===== config.mk =====
export PLATFORM = sky130hd
export DESIGN_NAME = counter_sequencer
export DESIGN_NICKNAME = d
export VERILOG_FILES = /design/src/rtl/counter_pkg.sv /design/src/rtl/sync_up_counter.sv /design/src/rtl/counter_sequencer.sv
export SDC_FILE = /design/constraint.sdc
export NUM_CORES = 1
export LEC_CHECK = 0
export ABC_CLOCK_PERIOD_IN_PS = 1660
export BUFFER_PORTS_ARGS = -buffer_cell sky130_fd_sc_hd__buf_2
export CAP_MARGIN = 20
export CORE_MARGIN = 2
export CORE_UTILIZATION = 25
export DETAILED_ROUTE_END_ITERATION = 8
export PLACE_DENSITY = 0.4
export SYNTH_ARGS = -nofsm -noshare
export SYNTH_HDL_FRONTEND = slang
export SYNTH_SLANG_ARGS = --single-unit

===== constraint.sdc =====
create_clock -name i_clk -period 1.66 [get_ports i_clk]
set_clock_uncertainty 0.1 [all_clocks]
set_input_delay 0 -clock i_clk [delete_from_list [all_inputs] [get_ports i_clk]]
set_output_delay 0 -clock i_clk [all_outputs]
set_load 0.1 [all_outputs]

===== src/rtl/counter_pkg.sv =====
// ----------------------------------------------------------------------------
// counter_pkg
// Shared definitions for the counter sequencer slice: the sequencer state
// encoding and the default width of the completed-period counter.
// No ports (package).
// ----------------------------------------------------------------------------
package counter_pkg;

   // Default width of the saturating completed-period counter.
   localparam int unsigned PERIOD_W_DEFAULT = 8;

   // Sequencer states; encoding is fixed so software/debug views stay stable.
   typedef enum logic [1:0] {
      ST_IDLE = 2'd0,
      ST_RUN  = 2'd1,
      ST_HOLD = 2'd2,
      ST_DONE = 2'd3
   } state_t;

endpackage : counter_pkg


===== src/rtl/sync_up_counter.sv =====
// ----------------------------------------------------------------------------
// sync_up_counter
// Plain WIDTH-bit synchronous up-counter. Clear has priority over enable;
// wrap-around is never exercised because the sequencer stops incrementing
// at the terminal count.
// Ports:
//   i_clk  - clock, rising edge
//   i_rst  - synchronous active-high reset, clears the count
//   i_clr  - synchronous clear to zero
//   i_en   - increment enable
//   o_q    - current count (registered)
// ----------------------------------------------------------------------------
module sync_up_counter #(
   parameter int WIDTH = 4
) (
   input  logic             i_clk,
   input  logic             i_rst,
   input  logic             i_clr,
   input  logic             i_en,
   output logic [WIDTH-1:0] o_q
);

   localparam logic [WIDTH-1:0] ONE = WIDTH'(1);

   logic [WIDTH-1:0] r_q;

   // Count register: reset, then clear, then increment.
   always_ff @(posedge i_clk) begin
      if (i_rst) begin
         r_q <= '0;
      end else if (i_clr) begin
         r_q <= '0;
      end else if (i_en) begin
         r_q <= r_q + ONE;
      end else begin
         r_q <= r_q;
      end
   end

   assign o_q = r_q;

endmodule : sync_up_counter


===== src/rtl/counter_sequencer.sv =====
// ----------------------------------------------------------------------------
// counter_sequencer
// Control layer over a WIDTH-bit up-counter. A start command captures the
// terminal count and mode, the counter runs 0..term, done pulses for one
// cycle at the terminal count, and the sequencer then either stops holding
// term (one-shot) or reloads to 0 (auto-reload). Pause freezes the count,
// stop aborts to idle with the count cleared.
// Ports:
//   i_clk      - clock, rising edge
//   i_rst      - synchronous active-high reset
//   i_start    - begin counting (honoured only when idle or done)
//   i_stop     - abort to idle, clear count (wins over start)
//   i_pause    - level; freezes the count while running
//   i_mode     - 0 one-shot, 1 auto-reload; captured with start
//   i_term     - terminal count; captured with start
//   o_q        - current count (registered)
//   o_busy     - high while running or paused
//   o_done     - one-cycle pulse when the count reaches the captured term
//   o_periods  - completed periods since the last start, saturating
// ----------------------------------------------------------------------------
module counter_sequencer
   import counter_pkg::*;
#(
   parameter int WIDTH    = 4,
   parameter int PERIOD_W = PERIOD_W_DEFAULT
) (
   input  logic                i_clk,
   input  logic                i_rst,
   input  logic                i_start,
   input  logic                i_stop,
   input  logic                i_pause,
   input  logic                i_mode,
   input  logic [WIDTH-1:0]    i_term,
   output logic [WIDTH-1:0]    o_q,
   output logic                o_busy,
   output logic                o_done,
   output logic [PERIOD_W-1:0] o_periods
);

   localparam logic [PERIOD_W-1:0] PERIODS_MAX = {PERIOD_W{1'b1}};
   localparam logic [PERIOD_W-1:0] PERIODS_ONE = PERIOD_W'(1);

   state_t              r_state;
   logic [WIDTH-1:0]    r_term;
   logic                r_mode;
   logic                r_done;
   logic                r_busy;
   logic [PERIOD_W-1:0] r_periods;

   state_t              w_state_nxt;
   logic [WIDTH-1:0]    w_term_nxt;
   logic                w_mode_nxt;
   logic                w_done_nxt;
   logic [PERIOD_W-1:0] w_periods_nxt;
   logic [PERIOD_W-1:0] w_periods_inc;
   logic                w_clr;
   logic                w_en;
   logic                w_at_term;
   logic [WIDTH-1:0]    w_cnt_q;

   sync_up_counter #(
      .WIDTH (WIDTH)
   ) u_cnt (
      .i_clk (i_clk),
      .i_rst (i_rst),
      .i_clr (w_clr),
      .i_en  (w_en),
      .o_q   (w_cnt_q)
   );

   // Compare happens before any increment, so term = all-ones never wraps.
   assign w_at_term     = (w_cnt_q == r_term);
   assign w_periods_inc = (r_periods == PERIODS_MAX) ? r_periods
                                                     : (r_periods + PERIODS_ONE);

   // Next-state, counter control and capture decode (stop > start > pause).
   always_comb begin
      w_state_nxt   = r_state;
      w_term_nxt    = r_term;
      w_mode_nxt    = r_mode;
      w_done_nxt    = 1'b0;
      w_periods_nxt = r_periods;
      w_clr         = 1'b0;
      w_en          = 1'b0;

      if (i_stop) begin
         // Abort: count cleared, periods and captured values kept.
         w_state_nxt = ST_IDLE;
         w_clr       = 1'b1;
      end else begin
         case (r_state)
            ST_IDLE, ST_DONE: begin
               if (i_start) begin
                  w_state_nxt   = ST_RUN;
                  w_term_nxt    = i_term;
                  w_mode_nxt    = i_mode;
                  w_periods_nxt = '0;
                  w_clr         = 1'b1;
               end else begin
                  w_state_nxt = r_state;
               end
            end
            // HOLD with pause released behaves like an unpaused RUN edge, so
            // each cycle spent in HOLD costs exactly one cycle of latency.
            ST_RUN, ST_HOLD: begin
               if (i_pause) begin
                  w_state_nxt = ST_HOLD;
               end else if (w_at_term) begin
                  w_done_nxt    = 1'b1;
                  w_periods_nxt = w_periods_inc;
                  if (r_mode) begin
                     w_state_nxt = ST_RUN;
                     w_clr       = 1'b1;
                  end else begin
                     w_state_nxt = ST_DONE;
                  end
               end else begin
                  w_state_nxt = ST_RUN;
                  w_en        = 1'b1;
               end
            end
            default: begin
               w_state_nxt = ST_IDLE;
               w_clr       = 1'b1;
            end
         endcase
      end
   end

   // Sequencer state and registered status outputs.
   always_ff @(posedge i_clk) begin
      if (i_rst) begin
         r_state   <= ST_IDLE;
         r_term    <= '0;
         r_mode    <= 1'b0;
         r_done    <= 1'b0;
         r_busy    <= 1'b0;
         r_periods <= '0;
      end else begin
         r_state   <= w_state_nxt;
         r_term    <= w_term_nxt;
         r_mode    <= w_mode_nxt;
         r_done    <= w_done_nxt;
         r_busy    <= (w_state_nxt == ST_RUN) || (w_state_nxt == ST_HOLD);
         r_periods <= w_periods_nxt;
      end
   end

   assign o_q       = w_cnt_q;
   assign o_busy    = r_busy;
   assign o_done    = r_done;
   assign o_periods = r_periods;

endmodule : counter_sequencer

# After elaboration in Yosys (flattened, before gate mapping)
# Cells that the tools add are included.
# word_totals
regBits	21
in_bits	10
word_cells	52
# op_classes
addsub	2
n_eq_ne	11
mux	22
bitwise_logic	2
reduce_logical	8
# ops
op	n
two-way mux 8 bit	4
one-hot mux 8 bit (2 select lines)	1
two-way mux 1 bit	10
two-way mux 2 bit	5
adder 8 x 1 -> 8 bit (second input constant)	1
== test 8 bit (second input constant)	1
inequality test 2 bit (second input constant)	4
== test 2 bit (second input constant)	3
OR reduction 2 bit	3
AND reduction 5 bit	1
adder 4 x 1 -> 4 bit (second input constant)	1
== test 2 x 1 -> 1 bit (second input constant)	2
== test 4 bit	1
one-hot mux 2 bit (2 select lines)	1
OR reduction 4 bit	1
AND reduction 3 bit	1
logical NOT 2 bit	1
inverter 1 bit	2
one-hot mux 1 bit (2 select lines)	1
logical OR 1 bit	1

# Logic depth before layout (Yosys ltp)
# depth
depth_word	7
depth_mapped	6
ltp_nobuf	5

# Hierarchy
# A second synthesis with hierarchy kept.
# unflattened
hier_cells	120
hier_area_um2	1099.8
# modules_own_cells
module	instances	cells_per_inst	area_each_um2	seq_area_each_um2
counter_sequencer	1	103	922.1	340.3
sync_up_counter	1	17	177.7	80.1

# Worst setup path after synthesis
# OpenSTA, ideal clock, no wires.
# synth_path
path_kind	reg-to-reg
from	register u_cnt.r_q[0], in the netlist u_cnt.o_q[0]
to	register r_periods[2], in the netlist o_periods[2]
setup_time_ns	0.077
arrival_time_ns	2.182
required_time_ns	1.483
slack_ns	-0.699
path_stages_with_launch	7
path_buffers	2
period_less_slack_ns	2.359
cell_sequence	dfxtp_1 -> xnor2_1 -> and4_1 -> clkbuf_1 -> buf_2 -> a31oi_1 -> a31oi_1
# synth_via
elab_chain_cells	3
# synth_rtl
element	line	source
start: declaration	sync_up_counter.sv:25	logic [WIDTH-1:0] r_q;
start signal: assignment	sync_up_counter.sv:34	r_q <= r_q + ONE;
start signal: assignment	sync_up_counter.sv:36	r_q <= r_q;
== test 4 bit	counter_sequencer.sv:72	assign w_at_term = (w_cnt_q == r_term);
inequality test 2 bit (no source line)	--	
AND reduction 5 bit (no source line)	--	
end signal: assignment	counter_sequencer.sv:145	r_periods <= w_periods_nxt;
end: declaration	counter_sequencer.sv:48	logic [PERIOD_W-1:0] r_periods;
# No other way between the ends.
# A chain may end at the register's enable or synchronous reset.

# Final worst setup path
# layout_path
from	register r_state[0]
to	register u_cnt.r_q[2], in the netlist u_cnt.o_q[2]
# layout_via
elab_chain_cells	5
word_cells_on_any_way	11
classes_between	3 x eq/ne; 4 x mux; 4 x reduce/logical
# layout_rtl
element	line	source
start: declaration	counter_sequencer.sv:43	state_t r_state;
start signal: assignment	counter_sequencer.sv:140	r_state <= w_state_nxt;
== test 2 x 1 -> 1 bit (tied with other cells)	counter_sequencer.sv:91	case (r_state)
OR reduction 2 bit	counter_sequencer.sv:91	
one-hot mux 1 bit (2 select lines)	counter_sequencer.sv:91	
two-way mux 1 bit	counter_sequencer.sv:86	if (i_stop) begin
OR reduction 2 bit (no source line)	--	
# Parallel ways exist; a longest one is shown, timed or not.

==> results.md <==
* Status: completed
* Vias in the first global route at 1105
* Final nets at 184
* Worst skew pair latency at 0.26 ns
* Hold Vio Cnt, Final at 0
* Cell leakage power at 0.680 nW
* Syn nets at 135
* Setup tns final at 0 ns
* Core ar. at 0.00432 mm²
* Slew @ Worst Pin at 0.488 ns
* Vias per Instance at 5.01
* 1st-iter DRT viols at 29
* IO Port Bufs at 23
* Post-route ant nets at 0
* Avg Cell Area, Syn at 9.03 µm²
* HP Class: in -> reg
* Hold wc startpoint: i_stop
* CTS root buffer: clkbuf_8
* Register bit total from synthesis at 21
* Die H at 70.7 µm
* Number of synthesized flops with an enable pin at 0
* Post-Place Cells at 208
* Drt pass-1 iters at 4
* YS warnings at 0
* Worst VDD drop at 0.247 mV
* CP required at 1.75 ns
* Hold Path Cell Cnt at 3
* Wirelength per Cell at 13.3 µm
* Critical setup path kind: reg -> reg
* Initial antenna violation count at 0
* Yosys cell types at 38
* H-tree depth at 1
* Area contributors post-synth: dfxtp_1, a31oi_1, mux2i_1
* Crit. End Element: flop
* Reg2Reg Capture Point: u_cnt.o_q[2]$_SDFFE_PP0P_
* CP max stage cell: or4_4
* CP Data Arrival Time at 1.72 ns
* RSZ-0062 raised after global routing: yes
* Cell with the most instances after synthesis: dfxtp_1
* Reg2reg start: r_state[0]$_SDFF_PP0_
* GP Congestion at 0.761
* Final setup violation count at 0
* Register clock-pin slew on the reported worst setup and hold paths at 0.08 ns
* P per Cell Area at 641 mW/mm²
* Sequential fraction of the synthesis area at 0.378
* Post-synth ARST share at 0
* Layout overhead on the synthesized area at 48.9%
* CP Cell Sequence: xnor2_4 > or3_4 > or4_4 > a21oi_2
* Initial Util at 0.257
* CTS tree: built
* Crit-path max FO at 7
* Synthesized area at 0.00111 mm²
* Die width at 70.7 µm
* Top-area cell type share of the netlist area at 0.378
* Critical path startpoint: r_state[0]$_SDFF_PP0_
* CTS Buf Count at 3
* Global-route wire length before repair at 5.23 mm
* Slew Limit Fails at 0
* Die area at 0.00499 mm²
* CP Launch Type: flop
* Relative slew slack at 0.677
* Max incr delay on CP at 0.43 ns
* WHS Endpoint: r_state[0]$_SDFF_PP0_
* Tcrit/Tclk final at 0.982
* Total track usage at 0.129
* Remaining DRCs at 0
* Final Critical Period at 1.63 ns
* Total Power at 1.06 mW
* I/O pins at 24
* MaxCap Viol Count at 0
* Setup slack, reg-to-reg at 0.03 ns
* Fmax at 613 MHz
* Fraction of layout cells with a size suffix above 1 at 0.485
* Mapped Cells at 123
* Pin count of the biggest net entering global routing at 13
* Standard-cell rows at 24
* Cell taking the most area after synthesis: dfxtp_1
* N_diodes at 0
* Worst-case reg-to-reg path depth at 4
* Commonest cells in the netlist: dfxtp_1, a31oi_1, nor2_1
* Clock sinks at 21
* Drt total wl at 2.96 mm
* Non-Filler Instances at 223
* Vias at 1118
* Ys flop type: dfxtp_1
* CTS max path bufs at 2
* Gr ovfl total at 0
* Dpl hpwl at 2.23 mm
## cell type report
cell class	instances	area, µm²
Clock inverter	1	5.00
Sequential cell	21	469
Inverter	6	22.5
Tap cell	52	65.1
Multi-Input combinational cell	90	703
Timing Repair Buffer	50	348
Fill cell	466	2670
Clock buffer	3	41.3
## cell usage in the layout (no fill, tap or decap), types with 2 or more instances in the layout
master,instances
clkbuf_8,3
nand2_1,2
mux2i_1,5
nand4_1,3
and3_1,4
xnor2_2,4
a311oi_1,2
or3_2,3
dfxtp_2,3
nand3b_1,2
buf_2,23
dfxtp_1,6
nor2_1,10
o21ai_0,6
and2_1,2
a21oi_1,5
a31oi_1,11
nand3_1,3
inv_1,6
dfxtp_4,12
o31ai_1,2
nor3_1,2
and4_4,2
buf_4,19
or3_4,2
dlygate4sd3_1,7
## state kept, by name (all words and copies together), names as in the netlist
signal / cells
r_state: 2
o_periods: 8
o_busy: 1
r_term: 4
u_cnt.o_q: 4
r_mode: 1
o_done: 1
## layer usage
layer | wire length, µm | vias up | GRT usage | share of wire
met4 | 19 | 0 | 0.0503 | 0.0064
met5 | 0 | - | 0 | 0
met2 | 1420 | 22 | 0.210 | 0.48
li1 | - | 559 | - | -
met3 | 117 | 2 | 0.0228 | 0.040
met1 | 1400 | 535 | 0.171 | 0.47
## worst max path at each step
stage / to / slack, ns / cells past startpoint
2_1_floorplan: u_cnt.o_q[2]$_SDFFE_PP0P_ / -0.08 / 6
3_3_place_gp: u_cnt.o_q[3]$_SDFFE_PP0P_ / -0.03 / 4
3_5_place_dp: u_cnt.o_q[2]$_SDFFE_PP0P_ / -0.06 / 4
4_1_cts: o_periods[6]$_SDFFE_PP0P_ / 0.03 / 5
5_1_grt: o_periods[2]$_SDFFE_PP0P_ / -0.01 / 5
6_report: u_cnt.o_q[2]$_SDFFE_PP0P_ / 0.03 / 4
## cell families (layout without fill, tap and decap cells)
group	Yosys count	after routing	share of synthesized area
compound gates	35	35	0.211
xor+xnor	6	6	0.0642
fa+ha+maj	2	2	0.0225
buf+inv	12	60	0.0585
flops	21	21	0.378
mux	5	5	0.0450
simple gates	42	42	0.221
## power breakdown
| part | switching, mW | internal [mW] |
|---|---|---|
| Combinational | 0.106 | 0.102 |
| Clock | 0.177 | 0.167 |
| Sequential | 0.0116 | 0.496 |
## repair_timing
item                                    CTS  global route
resized for setup                         5             6
hold buffers                              7             0
endpoints found under the setup margin    2             7
endpoints found under the hold margin     9             0
pin swaps                                 0             4
gates cloned                              0             0
setup buffers                             0             4
## per-stage QoR
step / setup slack [ns] / hold slack [ns] / area [µm²] / utilization
4_1_cts: 0.0276 / 0.0184 / 1610 / 0.372
3_3_place_gp: -0.0254 / 0.131 / 1480 / 0.342
5_1_grt: -0.0135 / 0.0252 / 1650 / 0.383
3_5_place_dp: -0.0648 / 0.148 / 1480 / 0.342
2_1_floorplan: -0.0816 / 0.0167 / 1220 / -
6_report: 0.0294 / 0.0225 / 1650 / 0.383
## critical path: cells and delay by family, from the launching register on
family | cells | cell delay [ns]
xor gates and xnor gates | 1 | 0.14
and+or+nand+nor | 2 | 0.84
DFF | 1 | 0.37
AOI/OAI and AO/OA | 1 | 0.12
No activity file was read; power rests on OpenSTA's default activity.
